$ cat config.mk
export PLATFORM = sky130hd
export DESIGN_NAME = spi_word_tx
export DESIGN_NICKNAME = d
export VERILOG_FILES = /design/src/rtl/spi_word_tx.sv
export SDC_FILE = /design/constraint.sdc
export NUM_CORES = 1
export LEC_CHECK = 0
export ABC_AREA = 1
export ABC_CLOCK_PERIOD_IN_PS = 3400
export BUFFER_PORTS_ARGS = -buffer_cell sky130_fd_sc_hd__buf_4
export CAP_MARGIN = 20
export CORE_MARGIN = 5
export CORE_UTILIZATION = 51
export DETAILED_ROUTE_END_ITERATION = 12
export GPL_TIMING_DRIVEN = 0
export PLACE_DENSITY = 0.7
export SLEW_MARGIN = 20
export SYNTH_ARGS = -nofsm -noshare
export SYNTH_HDL_FRONTEND = slang
export SYNTH_SLANG_ARGS = --single-unit
$ cat constraint.sdc
create_clock -name clk_i -period 3.4 [get_ports clk_i]
set_input_delay 0.34 -clock clk_i [delete_from_list [all_inputs] [get_ports clk_i]]
set_output_delay 0.34 -clock clk_i [all_outputs]
set_load 0.01 [all_outputs]
$ cat src/rtl/spi_word_tx.sv
// FIFO-buffered SPI word transmitter: MSB-first serializer with framed active-low chip select.
// Optional build macro SPI_WORD_TX_PARITY_EN drives the word's odd-parity bit during the inter-word gap.

module spi_word_tx #(
   parameter int unsigned DATA_WIDTH = 32,
   parameter int unsigned FIFO_DEPTH = 4
) (
   input  logic                        clk_i,
   input  logic                        rst_ni,
   input  logic                        en_i,
   input  logic [DATA_WIDTH-1:0]       data_i,
   input  logic                        valid_i,
   output logic                        ready_o,
   output logic                        spi_cs_no,
   output logic                        spi_sdo_o,
   output logic                        busy_o,
   output logic [15:0]                 sent_count_o,
   output logic [$clog2(FIFO_DEPTH):0] fifo_level_o
);

   localparam int unsigned PTR_W = $clog2(FIFO_DEPTH);
   localparam int unsigned LVL_W = PTR_W + 1;
   localparam int unsigned CNT_W = $clog2(DATA_WIDTH);
   localparam logic [CNT_W-1:0] LAST_BIT = CNT_W'(DATA_WIDTH - 1);
   localparam logic [LVL_W-1:0] FULL_LVL = LVL_W'(FIFO_DEPTH);

   typedef enum logic [2:0] {IDLE, LEAD, SHIFT, GAP, TRAIL} state_e;

   state_e                state_q, state_d;
   logic [DATA_WIDTH-1:0] mem_q [FIFO_DEPTH];
   logic [DATA_WIDTH-1:0] mem_d [FIFO_DEPTH];
   logic [PTR_W-1:0]      wr_ptr_q, wr_ptr_d;
   logic [PTR_W-1:0]      rd_ptr_q, rd_ptr_d;
   logic [LVL_W-1:0]      level_q, level_d;
   logic                  ready_q, ready_d;
   logic                  cs_q, cs_d;
   logic                  sdo_q, sdo_d;
   logic                  busy_q, busy_d;
   logic [15:0]           count_q, count_d;
   logic [DATA_WIDTH-1:0] shreg_q, shreg_d;
   logic [CNT_W-1:0]      bit_q, bit_d;
`ifdef SPI_WORD_TX_PARITY_EN
   logic                  parity_q, parity_d;
`endif

   logic                  push;
   logic                  pop;
   logic                  start_ok;
   logic [DATA_WIDTH-1:0] head;

   always_comb begin
      push     = valid_i && ready_q;
      start_ok = (level_q != '0) && en_i;
      head     = mem_q[rd_ptr_q];
      pop      = 1'b0;

      state_d  = state_q;
      mem_d    = mem_q;
      wr_ptr_d = wr_ptr_q;
      rd_ptr_d = rd_ptr_q;
      cs_d     = cs_q;
      sdo_d    = sdo_q;
      count_d  = count_q;
      shreg_d  = shreg_q;
      bit_d    = bit_q;
`ifdef SPI_WORD_TX_PARITY_EN
      parity_d = parity_q;
`endif

      case (state_q)
         IDLE: begin
            if (start_ok) begin
               state_d = LEAD;
               cs_d    = 1'b0;
               sdo_d   = 1'b0;
            end
         end
         LEAD: pop = 1'b1;
         SHIFT: begin
            if (bit_q == LAST_BIT) begin
               state_d = GAP;
               count_d = count_q + 16'd1;
`ifdef SPI_WORD_TX_PARITY_EN
               sdo_d   = parity_q;
`else
               sdo_d   = 1'b0;
`endif
            end else begin
               bit_d   = bit_q + CNT_W'(1);
               sdo_d   = shreg_q[DATA_WIDTH-1];
               shreg_d = {shreg_q[DATA_WIDTH-2:0], 1'b0};
            end
         end
         // The back-to-back decision sees only the pre-edge level, so a same-cycle push cannot chain.
         GAP: begin
            if (start_ok) begin
               pop = 1'b1;
            end else begin
               state_d = TRAIL;
               sdo_d   = 1'b0;
            end
         end
         TRAIL: begin
            state_d = IDLE;
            cs_d    = 1'b1;
            sdo_d   = 1'b0;
         end
         default: begin
            state_d = IDLE;
            cs_d    = 1'b1;
            sdo_d   = 1'b0;
         end
      endcase

      // Loading a word puts its MSB on the line at once; the rest wait in the shifter.
      if (pop) begin
         state_d  = SHIFT;
         rd_ptr_d = rd_ptr_q + PTR_W'(1);
         sdo_d    = head[DATA_WIDTH-1];
         shreg_d  = {head[DATA_WIDTH-2:0], 1'b0};
         bit_d    = '0;
`ifdef SPI_WORD_TX_PARITY_EN
         parity_d = ~^head;
`endif
      end

      if (push) begin
         mem_d[wr_ptr_q] = data_i;
         wr_ptr_d        = wr_ptr_q + PTR_W'(1);
      end

      case ({push, pop})
         2'b10:   level_d = level_q + LVL_W'(1);
         2'b01:   level_d = level_q - LVL_W'(1);
         default: level_d = level_q;
      endcase

      ready_d = (level_d < FULL_LVL);
      busy_d  = (state_d != IDLE);
   end

   always_ff @(posedge clk_i or negedge rst_ni) begin
      if (!rst_ni) begin
         state_q  <= IDLE;
         mem_q    <= '{default: '0};
         wr_ptr_q <= '0;
         rd_ptr_q <= '0;
         level_q  <= '0;
         ready_q  <= 1'b1;
         cs_q     <= 1'b1;
         sdo_q    <= 1'b0;
         busy_q   <= 1'b0;
         count_q  <= '0;
         shreg_q  <= '0;
         bit_q    <= '0;
`ifdef SPI_WORD_TX_PARITY_EN
         parity_q <= 1'b0;
`endif
      end else begin
         state_q  <= state_d;
         mem_q    <= mem_d;
         wr_ptr_q <= wr_ptr_d;
         rd_ptr_q <= rd_ptr_d;
         level_q  <= level_d;
         ready_q  <= ready_d;
         cs_q     <= cs_d;
         sdo_q    <= sdo_d;
         busy_q   <= busy_d;
         count_q  <= count_d;
         shreg_q  <= shreg_d;
         bit_q    <= bit_d;
`ifdef SPI_WORD_TX_PARITY_EN
         parity_q <= parity_d;
`endif
      end
   end

   assign ready_o      = ready_q;
   assign spi_cs_no    = cs_q;
   assign spi_sdo_o    = sdo_q;
   assign busy_o       = busy_q;
   assign sent_count_o = count_q;
   assign fifo_level_o = level_q;

endmodule
Yosys cells after proc, flatten, opt, wreduce, memory -nomap -nowiden
Cells that the tools add are included.
{"block": "op_classes", "n_eq_ne": 11, "muxes": 26, "bitwise_logic": 3, "reduce_logical": 12, "magnitude_cmp": 4, "n_addsub": 6}
{"operator": "32-bit 2-to-1 mux", "n": 6}
{"operator": "128-bit bitwise mux", "n": 1}
{"operator": "32-bit binary-select mux with 2-bit select", "n": 1}
{"operator": "32-bit demux with 2-bit select", "n": 1}
{"operator": "16-bit by 1-bit adder with 16-bit output (second input constant)", "n": 1}
{"operator": "5-bit 2-to-1 mux", "n": 3}
{"operator": "3-bit 2-to-1 mux", "n": 4}
{"operator": "3-bit one-hot mux with 4 select lines", "n": 1}
{"operator": "3-bit by 2-bit equality test with 1-bit output (second input constant)", "n": 2}
{"operator": "3-bit greater-or-equal comparator (second input constant)", "n": 2}
{"operator": "2-bit != test (second input constant)", "n": 3}
{"operator": "3-bit != test (second input constant)", "n": 2}
{"operator": "2-bit NOT with 3-bit output", "n": 2}
{"operator": "3-bit one-hot mux with 2 select lines", "n": 1}
{"operator": "2-bit AND reduction", "n": 3}
{"operator": "3-bit nonzero test", "n": 2}
{"operator": "5-bit by 1-bit adder with 5-bit output (second input constant)", "n": 1}
{"operator": "5-bit equality test (second input constant)", "n": 1}
{"operator": "1-bit 2-to-1 mux", "n": 5}
{"operator": "2-bit by 1-bit adder with 2-bit output (second input constant)", "n": 2}
{"operator": "1-bit one-hot mux with 2 select lines", "n": 2}
{"operator": "1-bit one-hot mux with 4 select lines", "n": 1}
{"operator": "3-bit by 1-bit adder with 3-bit output (second input constant)", "n": 1}
{"operator": "3-bit by 1-bit equality test with 1-bit output (second input constant)", "n": 1}
{"operator": "other kinds (11)", "n": 13}
{"block": "totals", "ff_bits": 195, "input_bits": 36, "wordCells": 77}

Depth between registers and ports, before layout
{"block": "logic_depth", "depth_word": 7, "mapped_depth": 12}

Worst setup path after synthesis
OpenSTA, ideal clock, no wires.
{"block": "synth_timing", "path_kind": "register to register", "from": "reg level_q[0], in the netlist fifo_level_o[0]", "to": "reg ready_q, in the netlist ready_o", "arrival_ns": 1.926, "setup_ns": 0.079, "path_stages_with_launch": 11, "required_ns": 3.321, "slack_ns": 1.395, "cell_sequence": "dfrtp_1 -> nor2_1 -> nand2_1 -> nand4_1 -> nand2_2 -> buf_4 -> ha_1 -> fa_1 -> o21ai_0 -> xor2_1 -> inv_1"}
{"block": "synth_between", "elab_chain_len": 7}
{"element": "start: declaration", "line_no": "34", "text": "logic [LVL_W-1:0] level_q, level_d;"}
{"element": "start signal: assignment", "line_no": "164", "text": "level_q <= level_d;"}
{"element": "3-bit nonzero test", "line_no": "53", "text": "start_ok = (level_q != '0) && en_i;"}
{"element": "1-bit logical AND", "line_no": "53"}
{"element": "1-bit 2-to-1 mux", "line_no": "96", "text": "if (start_ok) begin"}
{"element": "1-bit one-hot mux with 2 select lines", "line_no": "70", "text": "case (state_q)"}
{"element": "2-bit by 1-bit equality test with 1-bit output / 2-bit equality test (equally long branches)", "line_no": "132", "text": "case ({push, pop})"}
{"element": "3-bit one-hot mux with 2 select lines *", "line_no": "132"}
{"element": "3-bit < comparator *", "line_no": "138", "text": "ready_d = (level_d < FULL_LVL);"}
{"element": "net ready_d", "line_no": "35", "text": "logic ready_q, ready_d;"}
{"element": "end signal: assignment", "line_no": "165", "text": "ready_q <= ready_d;"}
{"element": "end: declaration", "line_no": "35"}
The timed path passes the listed nets; every way through them passes the cells marked *.
A chain may end at the register's enable or synchronous reset.

Worst setup path in the final report
Same ends and word-level chain as after synthesis.

==> impl_metrics.yaml <==
cells_and_area:
  final_area_um2: 10200
  final_cell_mix: "289 x nand2_1, 205 x o21ai_0, 192 x dfrtp_1"
  drive_gt1_share_pct: 11.9
  layout_commonest_cell: "nand2_1"
  antenna_cells: 0
  area_growth_pct: 15.9
  nets: 1197
outcome:
  status: "completed"
cts:
  cts_tree: "yes"
  cts_made_buffers: 17
  htreeDepth: 4
  cts.sinks: 194
  cts_root_buffer: "clkbuf_16"
  path_clk_slew_ps: 70
  clk_path_buf_depth: 2
  clock_latency_ps: 430
pwr:
  intPower_mw: 5.91
  total_power_mw: 9.67
  power.switching_mw: 3.76
  power-per-cell-area_nw_per_um2: 947
  p_comb_share_pct: 38.7
  swShare_pct: 38.9
  clockPowerShare_pct: 21.7
  ir_drop_mv: 0.454
  seq_power_share_pct: 39.5
  leakage_nw: 5.07
floorplanning:
  core_um2: 17100
  die_area_um2: 20000
  initial_core_util_pct: 51.5
  die_w_um: 141
  rows: 48
  die_h_um: 141
  ios: 59
synthesis:
  netlist_area_um2: 8820
  synth_nets: 1117
  ys_seq_area_share_pct: 55.1
  postSynthAreaPerCell_um2: 8.22
  yosysUniqueCellTypes: 28
  synth-warning-count: 0
  synth.ff_latch_count: 194
  synthCells: 1072
detailed_routing:
  postRouteAntennaNets: 0
  vias_per_cell: 5.29
  drtIter0Drc: 547
  totalWireLength_um: 21600
  vias: 7354
  wl_per_cell_um: 15.5
  drt_first_pass_iters: 5
  drc: 0
place:
  port_buffers: 58
  place_area_um2: 9600
  dp_hpwl_um: 14600
  gp_congestion: 0.814
sta:
  finClkSkew_ps: 7.39
  slew_viol_final: 0
  slew_headroom_pct: 63.6
  finalCriticalPeriod_ps: 2190
  post-route-period-util_pct: 64.3
  final-hold-violation-count: 0
  worst_pin_slew_ps: 545
  rsz0062_at_grt: "false"
  finalSetupTns_ps: 0
  fmax_ghz: 0.458
  setup_violations: 0
grt:
  antenna_found_initial: 0
  grt_max_degree: 82
  track_usage_pct: 22.6
  grt_pass1_wl_um: 36100
  grt_pass1_vias: 7133
  grt_overflow_total: 0
worst_setup_path:
  crit_fanout: 10
  crit_required_ps: 3770
  endpoint_kind: "flop"
  critPathKind: "reg -> reg"
  startpoint_type: "flop"
  worstPathArrival_ps: 2550
worst_hold_path:
  hp-class: "in -> reg"
flow_run:
  cap_violations: 0
-- final cells by class --
class	instances	area, um2
Clock buffer	21	450
Inverter	65	246
Clock inverter	10	159
Tap cell	225	282
Multi-Input combinational cell	755	3420
Buffer	58	297
Timing Repair Buffer	61	508
Sequential cell	194	4860
Fill cell	1576	6900
-- power groups by stage --
| stage | Sequential [mW] | Combinational, mW | Clock, mW |
|---|---|---|---|
| 2_1_floorplan | 3.74 | 2.67 | 0 |
| 3_3_place_gp | 3.81 | 3.63 | 0 |
| 3_5_place_dp | 3.84 | 3.72 | 0 |
| 4_1_cts | 3.81 | 3.76 | 2.14 |
| 5_1_grt | 3.93 | 4.29 | 2.24 |
| 6_report | 3.83 | 3.75 | 2.10 |
-- sequential cells by signal (all words and copies together) (netlist names), named ones only --
| name | flops |
|---|---|
| bit_q | 5 |
| busy_o | 1 |
| fifo_level_o | 2 |
| mem_q | 128 |
| rd_ptr_q | 2 |
| ready_o | 1 |
| sent_count_o | 16 |
| shreg_q | 31 |
| spi_cs_no | 1 |
| spi_sdo_o | 1 |
| state_q | 3 |
| wr_ptr_q | 2 |
-- final timing paths --
path                                      start         to  slack, ps  cells after the start
min in group asynchronous                rst_ni  async pin        390                      2
worst max register to register  fifo_level_o[0]    ready_o       1210                     10
worst min register to register        mem_q[66]  mem_q[66]        480                      2
worst max-delay path            fifo_level_o[0]    ready_o       1210                     10
worst min-delay path                 data_i[20]  mem_q[52]        200                      3
max in group asynchronous                rst_ni  mem_q[75]       2290                      3
-- synth_stat cells --
cell type | number | area (um2)
dfstp_2 | 2 | 52.6
nor2_1 | 180 | 676
nand3_2 | 2 | 20.0
inv_2 | 5 | 18.8
nand3_4 | 1 | 17.5
nor2_8 | 1 | 20.0
nand3b_1 | 1 | 7.51
clkbuf_1 | 22 | 82.6
buf_6 | 3 | 33.8
fa_1 | 1 | 20.0
buf_2 | 27 | 135
nor2_2 | 1 | 6.26
a21oi_1 | 1 | 5.00
inv_1 | 59 | 221
nand4_1 | 6 | 37.5
nand2_1 | 289 | 1080
nand2_2 | 1 | 6.26
dfrtp_1 | 192 | 4800
nor3_1 | 2 | 10.0
o21ai_0 | 205 | 1030
ha_1 | 8 | 100
mux2_2 | 1 | 11.3
xnor2_1 | 6 | 52.6
inv_4 | 1 | 6.26
nand3_1 | 9 | 45.0
o22ai_1 | 32 | 200
xor2_1 | 8 | 70.1
buf_4 | 6 | 45.0
-- what timing repair did --
action	4_1_cts	5_1_grt
buffers inserted	0	0
gates resized for setup	0	0
endpoints found under the hold margin	40	0
hold buffers	1	0
-- metal layers --
layer | wire (um) | share of wire [%] | global-route usage [%] | vias to the layer above
met5 | 0 | 0 | 0 | -
met4 | 430 | 2.0 | 7.32 | 0
met3 | 1200 | 5.6 | 3.71 | 35
met2 | 10200 | 47 | 36.8 | 178
met1 | 9760 | 45 | 31.2 | 3541
li1 | - | - | - | 3600
-- worst max-delay path: stages (launching register included) --
cell,delay [ps]
dfrtp_1,440
nor2_1,100
nand2_1,80
nand4_1,100
nand2_2,100
buf_4,200
ha_1,220
fa_1,390
o21ai_0,220
xor2_1,210
inv_1,60
-- stage by stage --
step | instances | setup WS, ps | utilization (%) | hold slack [ps]
2_1_floorplan | 1072 | 1400 | - | 44.4
3_3_place_gp | 1355 | 660 | 55.7 | 460
3_5_place_dp | 1357 | 1190 | 56.1 | 262
4_1_cts | 1389 | 1180 | 59.7 | 202
5_1_grt | 1389 | 969 | 59.7 | 215
6_report | 1389 | 1210 | 59.7 | 205
-- logic make-up (layout without fill, tap and decap cells) --
| group | Yosys count | after routing | share of synthesized area [%] |
|---|---|---|---|
| xor gates and xnor gates | 14 | 14 | 1.39 |
| DFF | 194 | 194 | 55.1 |
| muxes | 1 | 1 | 0.128 |
| adders and majority gates | 9 | 9 | 1.36 |
| and+or+nand+nor | 493 | 493 | 21.9 |
| buffers and inverters | 123 | 215 | 6.16 |
| AOI/OAI and AO/OA | 238 | 238 | 14.0 |
Note: power is estimated with default switching activity, not from simulation.
